<file path="config.mk">
export PLATFORM = sky130hd
export DESIGN_NAME = uart_burst_tx
export DESIGN_NICKNAME = d
export VERILOG_FILES = /design/src/rtl/uart_pkg.sv /design/src/rtl/uart_baud_gen.sv /design/src/rtl/uart_burst_tx.sv
export SDC_FILE = /design/constraint.sdc
export NUM_CORES = 1
export LEC_CHECK = 0
export ABC_AREA = 1
export BUFFER_PORTS_ARGS = -buffer_cell sky130_fd_sc_hd__clkbuf_2
export CORE_ASPECT_RATIO = 1.75
export CORE_MARGIN = 2
export CORE_UTILIZATION = 50
export DETAILED_ROUTE_END_ITERATION = 10
export PLACE_DENSITY = 0.71
export SETUP_SLACK_MARGIN = 0.05
export SLEW_MARGIN = 20
export SYNTH_ARGS = -nofsm -noshare
export SYNTH_HDL_FRONTEND = slang
export SYNTH_SLANG_ARGS = --single-unit
</file>
<file path="constraint.sdc">
create_clock -name clk -period 8 [get_ports clk]
set_clock_uncertainty 0.15 [all_clocks]
set_input_delay 0.8 -clock clk [delete_from_list [all_inputs] [get_ports clk]]
set_output_delay 0.8 -clock clk [all_outputs]
set_load 0.05 [all_outputs]
</file>
<file path="src/rtl/uart_pkg.sv">
// Shared types and constants for the burst UART transmitter.
package uart_pkg;

   localparam int DEF_CLK_FREQ = 50_000_000;
   localparam int DEF_BAUD     = 115_200;
   localparam int BYTE_W       = 8;

   typedef enum logic [1:0] {IDLE, START, DATA, STOP} state_t;

   // Rounded-to-nearest clock cycles per serial bit.
   function automatic int clks_per_bit(input int freq, input int baud);
      return (freq + baud / 2) / baud;
   endfunction

endpackage

</file>
<file path="src/rtl/uart_baud_gen.sv">
// Bit-period timer: counts CLKS_PER_BIT clocks and pulses bit_done_o on the last one.
module uart_baud_gen #(
   parameter int CLKS_PER_BIT = 434
) (
   input  logic clk,
   input  logic arst,
   input  logic clear_i,
   output logic bit_done_o
);

   localparam int CW = (CLKS_PER_BIT > 1) ? $clog2(CLKS_PER_BIT) : 1;
   localparam logic [CW-1:0] LAST = CW'(CLKS_PER_BIT - 1);

   logic [CW-1:0] cnt_q, cnt_d;

   assign bit_done_o = !clear_i && (cnt_q == LAST);

   always_comb begin
      cnt_d = cnt_q + CW'(1);
      if (clear_i || bit_done_o) begin
         cnt_d = '0;
      end
   end

   always_ff @(posedge clk or posedge arst) begin
      if (arst) begin
         cnt_q <= '0;
      end else begin
         cnt_q <= cnt_d;
      end
   end

endmodule

</file>
<file path="src/rtl/uart_burst_tx.sv">
// Accepts DEPTH bytes in one handshake and sends them back-to-back as 8N1 frames,
// byte 0 first. arst is expected to be released synchronously to clk by its source.
module uart_burst_tx
   import uart_pkg::*;
#(
   parameter int CLK_FREQ = DEF_CLK_FREQ,
   parameter int boadrate = DEF_BAUD,
   parameter int DEPTH    = 8
) (
   input  logic                         clk,
   input  logic                         arst,
   input  logic [DEPTH-1:0][BYTE_W-1:0] data_i,
   input  logic                         up_valid,
   output logic                         up_ready,
   output logic                         tx
);

   localparam int CLKS_PER_BIT = clks_per_bit(CLK_FREQ, boadrate);
   localparam int IW = (DEPTH > 1) ? $clog2(DEPTH) : 1;
   localparam logic [IW-1:0] LAST_BYTE = IW'(DEPTH - 1);

   state_t                       state_q, state_d;
   logic [DEPTH-1:0][BYTE_W-1:0] buf_q, buf_d;
   logic [BYTE_W-1:0]            shift_q, shift_d;
   logic [2:0]                   bit_idx_q, bit_idx_d;
   logic [IW-1:0]                byte_idx_q, byte_idx_d;
   logic [IW-1:0]                byte_nxt;
   logic                         tx_q, tx_d;
   logic                         baud_clr;
   logic                         bit_done;

   uart_baud_gen #(
      .CLKS_PER_BIT(CLKS_PER_BIT)
   ) u_baud (
      .clk       (clk),
      .arst      (arst),
      .clear_i   (baud_clr),
      .bit_done_o(bit_done)
   );

   assign up_ready = (state_q == IDLE);
   assign tx       = tx_q;
   assign byte_nxt = byte_idx_q + IW'(1);

   // tx_d is the line level for the cycle after each edge, so every bit
   // change is decided at the same edge as the state change that causes it.
   always_comb begin
      state_d    = state_q;
      buf_d      = buf_q;
      shift_d    = shift_q;
      bit_idx_d  = bit_idx_q;
      byte_idx_d = byte_idx_q;
      tx_d       = tx_q;
      baud_clr   = 1'b0;
      case (state_q)
         IDLE: begin
            baud_clr = 1'b1;
            tx_d     = 1'b1;
            if (up_valid) begin
               buf_d      = data_i;
               shift_d    = data_i[0];
               bit_idx_d  = '0;
               byte_idx_d = '0;
               tx_d       = 1'b0;
               state_d    = START;
            end
         end
         START: begin
            if (bit_done) begin
               tx_d    = shift_q[0];
               state_d = DATA;
            end
         end
         DATA: begin
            if (bit_done) begin
               if (bit_idx_q == 3'd7) begin
                  tx_d    = 1'b1;
                  state_d = STOP;
               end else begin
                  bit_idx_d = bit_idx_q + 3'd1;
                  shift_d   = shift_q >> 1;
                  tx_d      = shift_q[1];
               end
            end
         end
         STOP: begin
            if (bit_done) begin
               if (byte_idx_q == LAST_BYTE) begin
                  state_d = IDLE;
               end else begin
                  byte_idx_d = byte_nxt;
                  shift_d    = buf_q[byte_nxt];
                  bit_idx_d  = '0;
                  tx_d       = 1'b0;
                  state_d    = START;
               end
            end
         end
         default: begin
            state_d = IDLE;
         end
      endcase
   end

   always_ff @(posedge clk or posedge arst) begin
      if (arst) begin
         state_q    <= IDLE;
         buf_q      <= '0;
         shift_q    <= '0;
         bit_idx_q  <= '0;
         byte_idx_q <= '0;
         tx_q       <= 1'b1;
      end else begin
         state_q    <= state_d;
         buf_q      <= buf_d;
         shift_q    <= shift_d;
         bit_idx_q  <= bit_idx_d;
         byte_idx_q <= byte_idx_d;
         tx_q       <= tx_d;
      end
   end

endmodule

</file>
[After elaboration in Yosys (flattened, before gate mapping)]
Cells that the tools add are included.
Word-level totals
  register bits after elaboration: 90
  output and inout bits: 2
  input bits: 67
Operators by class
  order comparisons: 1
  equal/unequal tests: 13
  add/sub/neg operators: 3
  reductions and logical operators: 11
  multiplexer cells: 33
Operators by type and width (count)
  two-way mux 8 bit: 6
  binary-select mux 8 bit (select 3 bit): 1
  case mux 8 bit (3 select lines): 1
  two-way mux 3 bit: 7
  two-way mux 2 bit: 5
  adder 9 x 1 -> 9 bit, second input constant: 1
  == test 9 bit, second input constant: 1
  two-way mux 9 bit: 1
  case mux 3 bit (3 select lines): 1
  two-way mux 1 bit: 8
  inequality test 2 bit, second input constant: 4
  case mux 2 bit (4 select lines): 1
  AND reduction 4 bit: 2
  adder 3 x 1 -> 3 bit, second input constant: 2
  == test 3 bit, second input constant: 2
  inequality test 2 x 1 -> 1 bit, second input constant: 3
  case mux 3 bit (2 select lines): 1
  AND reduction 6 bit: 1
  AND reduction 5 bit: 1
  == test 2 bit, second input constant: 2
  less-than comparator 3 x 4 -> 1 bit, second input constant: 1
  case mux 1 bit (4 select lines): 1
  nonzero test 3 bit: 1
  == test 2 x 1 -> 1 bit, second input constant: 1
  6 further kinds: 6

[Depth between registers and ports, before layout]
Gate-level depths: netlist of run 1.
  word-level depth: 6
  gate-level depth with buffers: 10

[By module]
A second synthesis of run 1 with hierarchy kept.
Second synthesis, totals
  cells, all modules: 597
  area total of the unflattened synthesis: 4573.1 um^2
By module, submodules not included
  uart_burst_tx: area an instance 4061.4 um^2, times used 1, cells each 528
  uart_baud_gen: area an instance 511.7 um^2, times used 1, cells each 69

[Worst setup path before layout of run 1]
No wires, ideal clock.
  kind: reg-to-reg
  start point: register state_q[0]
  end point: register bit_idx_q[1]
  setup slack: 5.988 ns
  setup time: 0.117 ns
  period minus slack after synthesis: 2.012 ns
  arrival time: 1.745 ns
  required time: 7.733 ns
  cell stages (with the launch flop): 10
  path through: dfrtp_1 -> inv_1 -> ha_1 -> inv_2 -> or2_1 -> nand2_1 -> nor2_1 -> nand2_2 -> buf_6 -> o21ai_2
Between the ends
  word-level cells in the longest chain between the ends: 6
  elaborated cells on any way between the ends: 14
  classes of those cells: eq/ne (7); mux (2); reduce/logical (5)
RTL lines
  start: declaration: line uart_burst_tx.sv:22  | state_t state_q, state_d;
  start signal: assignment: line uart_burst_tx.sv:114  | state_q <= state_d;
  zero test 2 bit (*)
  via up_ready: line uart_burst_tx.sv:14  | output logic up_ready,
  two-way mux 1 bit: line uart_burst_tx.sv:55  | case (state_q)
  zero test 1 bit: line uart_baud_gen.sv:16  | assign bit_done_o = !clear_i && (cnt_q == LAST);
  logical AND 1 bit: line uart_baud_gen.sv:16
  inequality test 2 x 1 -> 1 bit (no line)
  AND reduction 6 bit (no line)
  end signal: assignment: line uart_burst_tx.sv:117  | bit_idx_q <= bit_idx_d;
  end: declaration: line uart_burst_tx.sv:25  | logic [2:0] bit_idx_q, bit_idx_d;
The timed path passes the listed nets; every way through them passes the cells marked *.
A chain may end at the register's enable or synchronous reset.

[Worst setup path in the final report of run 1]
  start point: register state_q[0]
  end point: register buf_q[35] in the netlist's numbering
Between the ends
  word-level cells in the longest chain between the ends: 2
RTL lines
  zero test 2 bit: line uart_burst_tx.sv:55
  AND reduction 2 bit (no line)
  end signal: assignment: line uart_burst_tx.sv:115  | buf_q <= buf_d;
  end: declaration: line uart_burst_tx.sv:23  | logic [DEPTH-1:0][BYTE_W-1:0] buf_q, buf_d;
No other way between the ends.

==> key figures, run 1 <==
STA
  • Max-Slew Margin vs Limit: 46.1%
  • Fmax: 336 MHz
  • Slew @ Worst Pin: 0.809 ns
  • Final setup TNS: 0 ns
  • RSZ-0062 raised after global routing: false
  • Final Hold Viols: 0
  • Final min period: 2.97 ns
  • Setup-failing EPs final: 0
  • Slew Limit Fails: 0
  • Part of the cycle the worst path needs: 37.2%

Synth
  • Top-area cell type share of the netlist area: 49.2%
  • Number of synthesized register bits: 90
  • Post-synthesis sequential area ratio: 49.8%
  • Mapped Cells: 601
  • Avg Synthesized Cell Area: 7.53 um^2
  • Syn_nets: 678
  • Top post-synthesis cells by area: dfrtp_1 (49%), nand2_1 (21%), o21ai_0 (6.3%)
  • Syn Std Cell Area: 0.00453 mm^2
  • Yosys top cell by area: dfrtp_1
  • Ys Warns: 0
  • Post-synth cell types: 30

Drt
  • Antenna Nets Post-Route: 0
  • WL/cell: 13.1 um
  • DR vias: 3918
  • DRC Markers: 0
  • Routed WL: 10.3 mm
  • Drt first pass iters: 5
  • Vias per cell: 5.00
  • DR iter-0 viols: 286

Hold path
  • HP Class: input port to asynchronous set/reset pin

Clock tree
  • Clock sinks: 90
  • Max Buffers Root-to-Sink: 2
  • CTS clk-pin slew, worst paths: 0.06 ns
  • CTS root buf: clkbuf_16
  • Htree depth: 3
  • # hold bufs at CTS: 0
  • CTS Buf Count: 9
  • Post-CTS Setup Inserts: 0
  • TritonCTS clock tree: done
  • Resized cells post-CTS: 0
  • Clock Latency Late Sink: 0.34 ns

Worst setup path
  • Critical Path RT: 8.03 ns
  • WP data arrival: 3.00 ns
  • Startpoint types: flip-flop
  • Crit end category: flip-flop
  • Max incr delay on CP: 0.65 ns
  • Critical path cell sequence: inv_1 -> ha_1 -> nand2_1 -> inv_2 -> buf_4 -> o21ai_0
  • Critical Path Fanout Max: 90
  • Slowest-stage cell, CP: buf_4
  • WS Path Type: flip-flop to flip-flop

Finish
  • Antenna cells: 0
  • Non-filler cells, final: 783
  • Nets: 735
  • P&R area growth vs syn: 15.4%
  • Share of cells above drive strength 1: 15.4%

Global route
  • First-pass GRT wire length: 17.3 mm
  • Grt total ovfl: 0
  • Vias in the first global route: 3828
  • Pin count of the biggest net entering global routing: 91
  • Initial antenna violation count: 0
  • Total track usage: 22.3%

Pwr
  • Cell Pwr Density: 386 mW/mm^2
  • Leak: 2.81 nW
  • Switching share of power: 40.4%
  • Logic pwr share: 41.5%
  • Clk network pwr share: 21.9%
  • Sequential Power Share: 36.6%
  • Total chip power: 2.02 mW
  • Net switching power: 814 uW
  • Int Pwr: 1.20 mW
  • VDD IR-drop max: 0.187 mV

Floorplanning
  • Chip height: 130 um
  • I/O Pins: 69
  • Starting Density: 50.7%
  • Core area: 0.00892 mm^2
  • Die area: 0.00986 mm^2
  • Die width: 75.9 um
  • FP Rows: 46

Place
  • DP HPWL: 7.37 mm
  • Cells after DPL: 767
  • RD Place Congestion: 0.844
  • I/O Buffers: 68

Status
  • Status: completed

Job
  • Max Cap Violations: 0
==> final timing paths <==
kind / cells past startpoint / to / startpoint / slack (ns)
max in group asynchronous: 3 / buf_q[42] / arst / 6.28
worst max-delay path: 6 / buf_q[35] / state_q[0] / 5.03
worst min register to register: 2 / tx / tx / 0.31
worst max register to register: 6 / buf_q[35] / state_q[0] / 5.03
worst min-delay path: 2 / buf_q[14] / arst / 0.27
min in group clk: 2 / tx / tx / 0.31
==> stage by stage <==
stage                     cell area [um^2]  util [%]  hold WS [ns]  setup WS [ns]
after global placement                4910      55.0         0.302           5.12
final                                 5230      58.6         0.275           5.03
after global routing                  5230      58.6         0.314           4.68
after CTS                             5230      58.6         0.285           4.99
after detailed placement              4910      55.0         0.312           5.03
after floorplan                       4530         -         0.294           4.72
==> routing by layer <==
metal  GRT usage [%]  share of wire [%]  up-vias
met1            24.1                 39     1844
met3            4.22                3.4       18
li1                -                  -     1981
met4            9.73                2.7        0
met2            42.5                 55       75
met5               0                  0        -
==> critical path: cells and delay by family, from the launching register on <==
family,cells,cell delay [ns]
adders and majority gates,1,0.28
AOI/OAI and AO/OA,1,0.21
buffers and inverters,3,1.21
DFF,1,0.43
and+or+nand+nor,1,0.48
==> power groups by stage <==
stage	Combinational (mW)	Sequential, mW	Clock, mW
floorplan	0.662	0.731	0
global placement	0.812	0.740	0
detailed placement	0.835	0.746	0
CTS	0.847	0.739	0.450
global route	0.972	0.757	0.470
finish	0.837	0.738	0.442
==> flip-flops by register name, indices dropped and copies added, names as in the netlist <==
| signal | flops |
|---|---|
| shift_q | 8 |
| byte_idx_q | 3 |
| bit_idx_q | 3 |
| buf_q | 64 |
| state_q | 2 |
| u_baud.cnt_q | 9 |
| tx | 1 |
==> logic make-up after synthesis <==
kind of cell / Yosys count / synth area share, %
AND/OR/NAND/NOR: 336 / 30.1
flip-flops: 90 / 49.8
adder cells (fa/ha/maj): 10 / 2.76
AO/OA/AOI/OAI: 73 / 8.68
buffers and inverters: 91 / 8.51
XOR/XNOR: 1 / 0.194
==> layout make-up <==
| type | instances | area [um^2] |
|---|---|---|
| fill | 868 | 3700 |
| clock buffer | 15 | 288 |
| tap | 120 | 150 |
| sequential | 90 | 2250 |
| inverter | 65 | 245 |
| multi-input combinational | 420 | 1890 |
| clock inverter | 1 | 30.0 |
| timing repair buffer | 72 | 370 |
==> cell usage after synthesis, drive strengths merged <==
cell type  number
buf            20
nand3b          1
clkinv          1
a21boi          1
nor3            2
a22oi           6
nand2         255
o31ai           1
nand4           6
a21oi           4
nand3          37
clkbuf          6
o21ai          61
nor2           31
dfstp           1
ha             10
dfrtp          89
inv            64
or2             2
xnor2           1
nor3b           2
==> placed cells by master (no fill, tap or decap), types with 2 or more instances in the layout <==
cell / instances
clkbuf_16: 9
o21ai_2: 2
dfrtp_1: 89
nor3b_1: 2
clkbuf_1: 2
ha_1: 10
nor2_1: 28
a21oi_1: 4
nand3_1: 36
clkbuf_8: 4
nor3_1: 2
o21ai_1: 2
nor2_2: 3
nand2_1: 252
inv_1: 59
nand4_1: 6
a22oi_1: 6
o21ai_0: 57
inv_2: 4
nand2_2: 3
clkbuf_2: 68
buf_4: 4
Note: power is estimated with default switching activity, not from simulation.
==> run 2: changes to the inputs <==
- PLACE_DENSITY: 0.71 -> 0.73
- clock period: 8 -> 2.4 ns (I/O delays scaled with it)
==> run 2 against run 1 <==
Against the previous run:
- design area up 13%
- count of clock-buffer cells in the layout fell by 5
- sequential cell count unchanged
- critical path type unchanged
==> key figures, run 2 (synthesized netlist as in run 1, its figures left out) <==
Worst setup path
  • Critical Path Fanout Max: 14 (-84%)
  • Crit end category: flip-flop
  • WS Path Type: flip-flop to flip-flop
  • Critical path cell sequence: inv_1 -> ha_1 -> inv_2 -> or2_1 -> nand2_1 -> nor2_1 -> nand2_2 -> inv_2 -> nand2_1 -> nand2_1
  • Slowest-stage cell, CP: dfrtp_1
  • Critical path's top delay family: simple AND/OR/NAND/NOR gates
  • Startpoint types: flip-flop
  • Critical Path RT: 2.49 ns (-5.54 ns)
  • Buffers & Inverters on Critical Path: 3 (unchanged)
  • Max incr delay on CP: 0.41 ns (-0.24 ns)
  • WP data arrival: 2.18 ns (-0.82 ns)
  • Crit path top cell by count: nand2_1

Clock tree
  • CTS Buf Count: 9 (unchanged)
  • Htree depth: 3 (unchanged)
  • Clock sinks: 90 (unchanged)
  • TritonCTS clock tree: done
  • Clock Latency Late Sink: 0.35 ns (about the same)
  • CTS root buf: clkbuf_16
  • Max Buffers Root-to-Sink: 2 (unchanged)
  • CTS clk-pin slew, worst paths: 0.07 ns (about the same)
  • Post-CTS Setup Inserts: 0 (unchanged)

Drt
  • WL met2: 6.19 mm (+10%)
  • DR vias: 4319 (+10%)
  • WL/cell: 13.7 um (+4.2%)
  • Max Used Layer: met4
  • Metal3 WL: 557 um (+61%)
  • Antenna Nets Post-Route: 0 (unchanged)
  • DRC Markers: 0 (unchanged)
  • Drt first pass iters: 7 (+2)
  • Routed WL: 11.6 mm (+13%)
  • Metal-1 WL: 4.37 mm (+8.7%)
  • Vias per cell: 5.09 (+1.7%)
  • DR iter-0 viols: 304 (+6.3%)

Pwr
  • Clk network pwr share: 20.8% (-1.1 points)
  • Net switching power: 2.87 mW (+250%)
  • Int Pwr: 4.04 mW (+240%)
  • Leak: 3.09 nW (+9.7%)
  • Cell Pwr Density: 1170 mW/mm^2 (+200%)
  • Sequential Power Share: 35.7% (-0.9 points)
  • VDD IR-drop max: 0.624 mV (+230%)
  • Logic pwr share: 43.4% (+1.9 points)
  • Switching share of power: 41.5% (+1.1 points)

Global route
  • Pin count of the biggest net entering global routing: 58 (-36%)
  • Total track usage: 24.7% (+2.4 points)
  • First-pass GRT wire length: 19.3 mm (+11%)
  • Initial antenna violation count: 0 (unchanged)
  • Vias in the first global route: 4227 (+10%)
  • Grt total ovfl: 0 (unchanged)

Finish
  • Fin area: 0.00590 mm^2 (+13%)
  • Area of the multi-input gates: 0.00189 mm^2 (unchanged)
  • Commonest non-fill, non-tap cell in the layout: nand2_1
  • Max reg flops: 64 (unchanged)
  • Share of cells above drive strength 1: 15.0% (-0.43 points)
  • Nets: 801 (+9.0%)
  • FF/Latch Area: 0.00225 mm^2 (unchanged)
  • Util after Layout: 66.1% (+7.6 points)
  • Non-filler cells, final: 849 (+8.4%)
  • Filler cells: 765 (-12%)
  • Biggest regs: buf_q: 64 flops, u_baud.cnt_q: 9 flops, shift_q: 8 flops
  • Commonest cells after routing, fill and taps aside: nand2_1 (252), dfrtp_1 (89), clkbuf_2 (68)
  • P&R area growth vs syn: 30.3%
  • Largest Register: buf_q
  • Antenna cells: 0 (unchanged)

Job
  • Max Cap Violations: 0 (unchanged)

Hold path
  • HP Class: input port to flip-flop

Floorplanning
  • Die area: 0.00986 mm^2 (unchanged)
  • Starting Density: 50.7% (unchanged)
  • Core area: 0.00892 mm^2 (unchanged)
  • Chip height: 130 um (unchanged)
  • I/O Pins: 69 (unchanged)
  • Die width: 75.9 um (unchanged)
  • FP Rows: 46 (unchanged)

Place
  • Cells after DPL: 772 (+0.65%)
  • RD Place Congestion: 0.897 (+6.2%)
  • DP Area: 0.00498 mm^2 (+1.6%)
  • DP HPWL: 7.94 mm (+7.7%)
  • I/O Buffers: 68 (unchanged)

STA
  • Final min period: 2.09 ns (-0.879 ns)
  • Final setup TNS: 0 ns (unchanged)
  • RSZ-0062 raised after global routing: false
  • Setup-failing EPs final: 0 (unchanged)
  • Slew Limit Fails: 0 (unchanged)
  • Max-Slew Margin vs Limit: 58.6% (+13 points)
  • Final Hold Viols: 0 (unchanged)
  • Part of the cycle the worst path needs: 87.2% (+50 points)
  • Fmax: 478 MHz (+42%)
  • Slew @ Worst Pin: 0.619 ns (-0.190 ns)

Status
  • Status: completed
-- run 2: path summary, 6_finish.rpt --
check                           slack (ns)       start  depth (start not counted)    endpoint
max in group asynchronous             1.04        arst                          4          tx
min in group asynchronous             0.35        arst                          3   buf_q[30]
worst min register to register        0.31          tx                          2          tx
worst min-delay path                  0.01   data_i[1]                          3    buf_q[1]
worst max-delay path                  0.31  state_q[0]                         10  shift_q[4]
worst max register to register        0.31  state_q[0]                         10  shift_q[4]
-- run 2: layout make-up --
cell class	count	area share (%)
repair buffers	138	17.9
clock inverters	6	1.12
clock buffers	10	4.05
multi-input cells	420	32.0
inverters	65	4.20
flip-flops and latches	90	38.2
well taps	120	2.54
-- run 2: what timing repair did --
action / in CTS / in global routing
resized for setup: 0 / 0
hold buffers: 61 / 0
endpoints found under the hold margin: 86 / 0
-- run 2: per-stage QoR --
step	hold slack (ns)	power, mW	setup WS [ns]
floorplan	0.200	4.64	0.388
CTS	0.00134	6.91	0.342
global placement	0.192	5.27	0.433
detailed placement	0.189	5.37	0.362
global route	0.0196	7.47	0.162
finish	0.0112	6.91	0.306
-- run 2: worst register-to-register path, stage by stage (launching register included) --
cell and delay [ns]:
dfrtp_1 0.41, inv_1 0.13, ha_1 0.29, inv_2 0.09, or2_1 0.23, nand2_1 0.06, nor2_1 0.05, nand2_2 0.25
inv_2 0.17, nand2_1 0.09, nand2_1 0.06
-- run 2: metal layers --
metal,GRT usage (%),up-vias
met2,43.8,157
li1,-,2114
met5,0,-
met3,4.70,39
met4,15.2,0
met1,27.6,2009
-- run 2: power groups by stage --
stage / Sequential, mW / Combinational [mW] / Clock [mW]
5_1_grt: 2.54 / 3.39 / 1.54
6_report: 2.47 / 3.00 / 1.44
2_1_floorplan: 2.44 / 2.21 / 0
4_1_cts: 2.47 / 2.98 / 1.46
3_5_place_dp: 2.49 / 2.88 / 0
3_3_place_gp: 2.47 / 2.80 / 0
